`config.mk`:
```
export PLATFORM = sky130hd
export DESIGN_NAME = votrax_phone_sequencer
export DESIGN_NICKNAME = d
export VERILOG_FILES = /design/src/rtl/votrax_pkg.sv /design/src/rtl/votrax_ce_gen.sv /design/src/rtl/votrax_phone_sequencer.sv
export SDC_FILE = /design/constraint.sdc
export NUM_CORES = 1
export LEC_CHECK = 0
export CAP_MARGIN = 15
export CORE_MARGIN = 4
export CORE_UTILIZATION = 47
export DETAILED_ROUTE_END_ITERATION = 8
export PLACE_DENSITY = 0.78
export RECOVER_POWER = 25
export SETUP_SLACK_MARGIN = 0.3
export SYNTH_ARGS = -nofsm -noshare
export SYNTH_HDL_FRONTEND = slang
export SYNTH_SLANG_ARGS = --single-unit
```
`constraint.sdc`:
```
create_clock -name clk -period 5.9 [get_ports clk]
set_input_delay 1.18 -clock clk [delete_from_list [all_inputs] [get_ports clk]]
set_output_delay 1.18 -clock clk [all_outputs]
set_load 0.005 [all_outputs]
```
`src/rtl/votrax_pkg.sv`:
```
// Shared definitions for the speech-chip sequencer: phone duration table,
// pause code and the sequencer state encoding.
package votrax_pkg;

    localparam logic [5:0] PHONE_PAUSE = 6'h3F;

    typedef enum logic [1:0] {IDLE, ARM, PLAY} state_t;

    // Duration of each phone in frame units; a zero entry still plays one frame.
    localparam logic [5:0] DUR_TABLE [64] = '{
        6'd0,  6'd5,  6'd9,  6'd12, 6'd7,  6'd14, 6'd8,  6'd6,
        6'd11, 6'd4,  6'd10, 6'd13, 6'd6,  6'd9,  6'd15, 6'd7,
        6'd8,  6'd12, 6'd5,  6'd10, 6'd16, 6'd6,  6'd11, 6'd9,
        6'd7,  6'd13, 6'd4,  6'd8,  6'd12, 6'd18, 6'd6,  6'd10,
        6'd9,  6'd5,  6'd14, 6'd7,  6'd11, 6'd8,  6'd13, 6'd6,
        6'd10, 6'd12, 6'd4,  6'd15, 6'd9,  6'd7,  6'd11, 6'd5,
        6'd8,  6'd14, 6'd6,  6'd10, 6'd12, 6'd3,  6'd9,  6'd16,
        6'd7,  6'd11, 6'd5,  6'd13, 6'd8,  6'd10, 6'd6,  6'd12
    };

    function automatic logic [5:0] phone_dur(input logic [5:0] code);
        logic [5:0] d;
        d = DUR_TABLE[code];
        return (d == 6'd0) ? 6'd1 : d;
    endfunction

endpackage

```
`src/rtl/votrax_ce_gen.sv`:
```
// Fractional clock-enable generator: ce rate = clk * CE_NUM / CE_DEN,
// one clk cycle wide, free-running out of reset.
module votrax_ce_gen #(
    parameter int CE_NUM = 3,
    parameter int CE_DEN = 200
) (
    input  logic clk,
    input  logic reset,
    output logic ce
);

    localparam int ACC_W = $clog2(CE_DEN + CE_NUM);
    localparam logic [ACC_W-1:0] NUM_W = ACC_W'(CE_NUM);
    localparam logic [ACC_W-1:0] DEN_W = ACC_W'(CE_DEN);

    logic [ACC_W-1:0] acc;
    logic [ACC_W-1:0] acc_next;

    // acc never exceeds CE_DEN-1, so acc + CE_NUM always fits in ACC_W bits.
    assign acc_next = acc + NUM_W;

    always_ff @(posedge clk or posedge reset) begin
        if (reset) begin
            acc <= '0;
            ce  <= 1'b0;
        end else if (acc_next >= DEN_W) begin
            acc <= acc_next - DEN_W;
            ce  <= 1'b1;
        end else begin
            acc <= acc_next;
            ce  <= 1'b0;
        end
    end

endmodule

```
`src/rtl/votrax_phone_sequencer.sv`:
```
// Speech-chip sequencer: latches CPU phone writes, strobes the speech core
// and times each phone to drive the AR ready line.
//
// state | meaning
// IDLE  | no phone playing, ar = 1
// ARM   | phone latched, stb held until the next ce
// PLAY  | counting frames of the current phone, ar = 0
module votrax_phone_sequencer
    import votrax_pkg::*;
#(
    parameter int CE_NUM      = 3,
    parameter int CE_DEN      = 200,
    parameter int FRAME_TICKS = 3600,
    parameter int INVERT_IN   = 1
) (
    input  logic       clk,
    input  logic       reset,
    input  logic       wr,
    input  logic [7:0] wr_data,
    output logic       ce,
    output logic [5:0] phone,
    output logic [1:0] infl,
    output logic       stb,
    output logic       ar,
    output logic       busy
);

    localparam int FRAME_W = (FRAME_TICKS > 1) ? $clog2(FRAME_TICKS) : 1;
    localparam logic [FRAME_W-1:0] FRAME_LAST = FRAME_W'(FRAME_TICKS - 1);

    state_t state, state_next;
    logic [5:0] phone_next;
    logic [1:0] infl_next;
    logic stb_next, ar_next;
    logic [FRAME_W-1:0] frame_cnt, frame_next;
    logic [5:0] dur_cnt, dur_next;
    logic [5:0] in_phone;
    logic [1:0] in_infl;

    votrax_ce_gen #(
        .CE_NUM(CE_NUM),
        .CE_DEN(CE_DEN)
    ) u_ce_gen (
        .clk   (clk),
        .reset (reset),
        .ce    (ce)
    );

    assign in_phone = (INVERT_IN != 0) ? ~wr_data[5:0] : wr_data[5:0];
    assign in_infl  = (INVERT_IN != 0) ? ~wr_data[7:6] : wr_data[7:6];
    assign busy     = ~ar;

    always_ff @(posedge clk or posedge reset) begin
        if (reset) begin
            state     <= IDLE;
            phone     <= PHONE_PAUSE;
            infl      <= 2'd0;
            stb       <= 1'b0;
            ar        <= 1'b1;
            frame_cnt <= '0;
            dur_cnt   <= 6'd0;
        end else begin
            state     <= state_next;
            phone     <= phone_next;
            infl      <= infl_next;
            stb       <= stb_next;
            ar        <= ar_next;
            frame_cnt <= frame_next;
            dur_cnt   <= dur_next;
        end
    end

    always_comb begin
        state_next = state;
        phone_next = phone;
        infl_next  = infl;
        stb_next   = stb;
        ar_next    = ar;
        frame_next = frame_cnt;
        dur_next   = dur_cnt;
        // A write restarts the phone from any state, even when it meets a ce.
        if (wr) begin
            phone_next = in_phone;
            infl_next  = in_infl;
            stb_next   = 1'b1;
            ar_next    = 1'b0;
            state_next = ARM;
        end else begin
            case (state)
                IDLE: ;
                ARM: begin
                    if (ce) begin
                        dur_next   = phone_dur(phone);
                        frame_next = '0;
                        stb_next   = 1'b0;
                        state_next = PLAY;
                    end
                end
                PLAY: begin
                    if (ce) begin
                        if (frame_cnt == FRAME_LAST) begin
                            frame_next = '0;
                            dur_next   = dur_cnt - 6'd1;
                            if (dur_cnt == 6'd1) begin
                                ar_next    = 1'b1;
                                state_next = IDLE;
                            end
                        end else begin
                            frame_next = frame_cnt + 1'b1;
                        end
                    end
                end
                default: state_next = IDLE;
            endcase
        end
    end

endmodule

```
# --- Yosys cells after proc, flatten, opt, wreduce, memory -nomap -nowiden ---
# Memories as Yosys holds them, arrays and structs flattened.
# Cells that the tools add are included.
word_totals:
  rom_bits: 384
  mem_count: 1
  ff_bits: 39
  latchBits: 0
  in_bits: 11
  ramBits: 0
mem_list:
  columns: ["name", "depth", "word_bits", "read_ports", "rd_ports_with_merged_regs", "write_ports", "line", "text"]
  rows:
  - ["(name not given)", 64, 6, 1, 0, 0, "votrax_pkg.sv:23", "d = DUR_TABLE[code];"]
op_classes:
  add_sub_neg: 4
  bitwise: 5
  muxes: 27
  div: 0
  n_eq_ne: 12
  mul: 0
  reduce_logical: 13
  shift: 0
  order_cmp: 2
op_table:
  columns: ["op", "n"]
  rows:
  - ["$mux 12", 3]
  - ["$mux 6", 6]
  - ["$pmux 12 s2", 1]
  - ["$add 12x1->12 const B", 1]
  - ["$eq 12x12->1 const B", 1]
  - ["$pmux 6 s2", 1]
  - ["$reduce_bool 2->1", 6]
  - ["$mux 2", 5]
  - ["$reduce_and 5->1", 2]
  - ["$mux 1", 9]
  - ["$add 8x2->8 const B", 1]
  - ["$ge 8x8->1 const B", 1]
  - ["$mux 8", 1]
  - ["$reduce_and 4->1", 2]
  - ["$sub 8x8->8 const B", 1]
  - ["$ge 7x7->1 const B", 1]
  - ["$not 6->7", 1]
  - ["$eq 6x1->1 const B", 1]
  - ["$logic_not 6->1", 1]
  - ["$ne 3x2->1 const B", 2]
  - ["$ne 3x3->1 const B", 2]
  - ["$not 6->6", 1]
  - ["$pmux 2 s3", 1]
  - ["$sub 6x1->6 const B", 1]
  - ["8 further kinds", 11]

# --- Logic depth before layout (Yosys ltp) ---
logic_depth:
  word_depth: 8
  mapped_depth: 10
  ltp_nobuf: 8

# --- Modules after synthesis ---
# Synthesis repeated with hierarchy kept, for this count alone.
hier_totals:
  cells_unflattened: 302
  hier_area_um2: 2687.6
modules_own_cells:
  columns: ["mod", "area_per_inst_um2", "cells_per_inst", "instances"]
  rows:
  - ["votrax_phone_sequencer", 2207.1, 259, 1]
  - ["votrax_ce_gen", 480.5, 43, 1]

# --- Least setup slack after synthesis ---
# Ideal clock, no wire load.
synth_path:
  path_kind: "input to register"
  start: "input wr"
  end: "register frame_cnt[10]"
  path_stages: 7
  path_buffers: 1
  setup_slack_ps: 3597
  arrival_time_ps: 2167
  path_cell_list: "nor2b_1 -> o21ai_0 -> clkbuf_1 -> nor3_1 -> nand3_1 -> xor2_1 -> nor2_1"
synth_via:
  elab_chain_cells: 2
synth_lines:
  columns: ["element", "line", "text"]
  rows:
  - ["start: declaration", "votrax_phone_sequencer.sv:18", "input logic wr,"]
  - ["$not 1->1 (no source line)", null, null]
  - ["$reduce_and 4->1 (no source line)", null, null]
  - ["end signal: assignment", "votrax_phone_sequencer.sv:68", "frame_cnt <= frame_next;"]
  - ["end: declaration", "votrax_phone_sequencer.sv:35", "logic [FRAME_W-1:0] frame_cnt, frame_next;"]
# No other way between the ends.
# A chain may end at the register's enable or synchronous reset.

# --- Worst setup path after layout ---
layout_path:
  start: "input wr"
  end: "register frame_cnt[11]"
# The elaborated chain is that of the path after synthesis.

==> flow_summary_export.csv <==
group,metric,value,unit
status,status,"complete, but fails checks",
status,violations,"capacitance limit, slew limit",
sta,timing.fmax,0.3057,GHz
routing,drt-total-wl,5656,µm
floorplan,die-area,7065,µm²
critical_path,cp.required,6.07,ns
critical_path,cp_slowest_cell,"clkdlybuf4s50_1",
sta,rsz0062_at_grt,"no",
synthesis,avgSynthCellArea,8.827,µm²
critical_path,max_stage_delay,0.82,ns
clock_tree,hold_buffers,0,
clock_tree,clock_sinks,39,
global_routing,track_usage,0.1636,
floorplan,start_util,0.4878,
clock_tree,clkLatencyLatePin,0.29,ns
synthesis,synthFlopType,"dfrtp_1",
critical_path,end_kind,"register",
clock_tree,cts_resized,0,
final_layout,syn2layout_area_growth,13.07,%
synthesis,syn-instance-count,308,
min_path,hold_depth,1,
critical_path,path_max_fanout,23,
synthesis,syn_area,2719,µm²
sta,setup_viol,0,
sta,min_period_over_period,0.5544,
floorplan,die_x,84.06,µm
clock_tree,clkTransAtPathRegs,0.08,ns
sta,worst_slack,2.629,ns
global_routing,grt.overflow.total,0,
place,dp_hpwl,3887,µm
floorplan,core-area,5574,µm²
place,gp_congestion,0.8627,
critical_path,worstPathCellList,"clkdlybuf4s50_1 -> nor2b_1 -> o21ai_0 -> buf_4 -> nor4_1 -> nand3_1 -> xor2_1 -> nor2_1",
sta,max_slew_margin,-0.3739,
sta,tightest_slew,2.061,ns
final_layout,diodes,0,
clock_tree,cts_tree,"built",
critical_path,crit_cells,8,
sta,fin_crit,3.271,ns
routing,firstDrtPassIters,4,
floorplan,ios,23,
routing,drc_errors,0,
global_routing,antenna_found_initial,0,
routing,num_vias,2305,
sta,hold_ws,0.4926,ns
power_and_ir_drop,leakage,1.291,nW
sta,finalHoldViolCount,0,
synthesis,yosys.area.top_type,"dfrtp_1",
flow_run,cap_viol_max_count,1,
sta,clock_skew,0.007806,ns
clock_tree,htreeDepth,2,
final_layout,nets,351,
synthesis,async_flop_share,1.000,
clock_tree,clock-root-buffer,"clkbuf_8",
global_routing,grt_pass1_wl,9673,µm
synthesis,synth_top_cells_by_area,"dfrtp_1 29%, ha_1 7.4%, dfstp_2 6.8%",
clock_tree,cts_setup_buffers,0,
synthesis,syn_nets,335,
min_path,hold_path_class,"register to register",
sta,tns,0,ns
critical_path,r2r_cells,8,
routing,vias_per_cell,5.806,
critical_path,worst-path-buf-inv,2,
synthesis,ys_seq_elements,39,
floorplan,rows,27,
synthesis,synth_edf_count,0,
global_routing,grt_max_degree,40,
clock_tree,clockBufferDepth,2,
synthesis,yosysUniqueCellTypes,61,
final_layout,drive_gt1_frac,0.09538,
sta,maxSlewViolCount,40,
global_routing,grt_pass1_vias,2142,
place,io_buffer_count,22,
power_and_ir_drop,power_density,238.7,nW/µm²
critical_path,worstSetupPathType,"input port to register",
synthesis,ys_warn_count,0,
critical_path,cp-start-kind,"input port",
routing,drtAntennaViolNets,0,
synthesis,seq_area_frac_synth,0.3622,
routing,dr.first_iter.drc_count,174,
place,place_ws,2.311,ns
critical_path,worst-endpoint-arrival,3.44,ns
critical_path,cp_top_family,"buffers and inverters",
power_and_ir_drop,peakVddDrop,0.0002025,V
routing,routedWlPerCell,14.25,µm
clock_tree,cts_buffers,5,
synthesis,yosys.area.top_type_share,0.2945,
floorplan,die-height,84.06,µm
power_and_ir_drop,p_total,0.7338,mW
[power breakdown]
group	internal [mW]	leakage (nW)	total [mW]	switching, mW
registers	0.288	0.474	0.325	0.0369
logic	0.0831	0.756	0.177	0.0941
clock network	0.137	0.0612	0.231	0.0945
[layout make-up]
type	instances	area, µm²
well taps	72	90.09
clock buffers	6	82.58
multi-input cells	234	1575
repair buffers	24	231.5
inverters	20	75.07
fillers	507	2500
clock inverters	2	35.03
flip-flops and latches	39	984.7
[worst register-to-register path, delay by kind of cell, from the launching register on]
kind	cells	cell delay (ns)
AO/OA/AOI/OAI	3	0.45
adder cells (fa/ha/maj)	1	0.40
multiplexers	2	0.31
AND/OR/NAND/NOR	1	0.47
buffers and inverters	1	0.16
flip-flops	1	0.68
[cell usage in the layout, fill, tap and decap left out, types with 8 or more instances in the layout]
| cell type | count |
|---|---|
| a21oi_1 | 17 |
| xnor2_1 | 8 |
| o21ai_0 | 16 |
| nand2_1 | 28 |
| dfrtp_1 | 32 |
| nor2b_1 | 10 |
| inv_1 | 20 |
| clkdlybuf4s50_1 | 21 |
| nor2_1 | 30 |
| ha_1 | 16 |
| nand3_1 | 9 |
[registers in the layout, summed over array words and instances (netlist names)]
signal / cells
ar: 1
dur_cnt: 6
frame_cnt: 12
infl: 2
phone: 6
state: 2
stb: 1
u_ce_gen.acc: 8
u_ce_gen.ce: 1
[path summary, 6_finish.rpt]
path,end,startpoint,slack [ns]
min,stb,stb,0.49
max reg2reg,dur_cnt[1],phone[1],3.37
max,frame_cnt[11],wr,2.63
max in group asynchronous,dur_cnt[2],reset,2.64
min in group asynchronous,u_ce_gen.acc[6],reset,2.06
min reg2reg,stb,stb,0.49
[Yosys cell counts (all sizes together), types with 3 or more instances]
| cell type | n |
|---|---|
| dfrtp | 32 |
| nor2 | 30 |
| nand2 | 28 |
| inv | 20 |
| a21oi | 17 |
| ha | 16 |
| o21ai | 16 |
| buf | 10 |
| nor2b | 10 |
| nor3 | 10 |
| nand3 | 9 |
| xnor2 | 8 |
| dfstp | 7 |
| mux2i | 7 |
| a31oi | 6 |
| xor2 | 6 |
| clkbuf | 5 |
| and3 | 4 |
| nand2b | 4 |
| nand3b | 4 |
| o211ai | 4 |
| o221ai | 4 |
| o22ai | 4 |
| a211oi | 3 |
| a21o | 3 |
| nand4 | 3 |
| or3 | 3 |
[cells by family (layout without fill, tap and decap cells)]
| logic type | Yosys count | after routing | synth area share |
|---|---|---|---|
| AO/OA/AOI/OAI | 79 | 79 | 0.1960 |
| XOR/XNOR | 14 | 14 | 0.04510 |
| adder cells (fa/ha/maj) | 16 | 16 | 0.07363 |
| buffers and inverters | 35 | 52 | 0.05844 |
| flip-flops | 39 | 39 | 0.3622 |
| multiplexers | 9 | 9 | 0.03405 |
| AND/OR/NAND/NOR | 116 | 116 | 0.2306 |
[stage by stage]
stage	area (µm²)	std cells	utilization
after floorplan	2719	308	-
after global placement	2960	389	0.5311
after detailed placement	2960	389	0.5311
after CTS	3078	397	0.5522
after global routing	3074	397	0.5515
final	3074	397	0.5515
[layer usage]
metal / track usage / part of all wire
met4: 0.05409 / 0.012
met3: 0.03653 / 0.050
met2: 0.2561 / 0.46
met5: 0 / 0
met1: 0.2229 / 0.47
(Power assumes the default switching activity.)
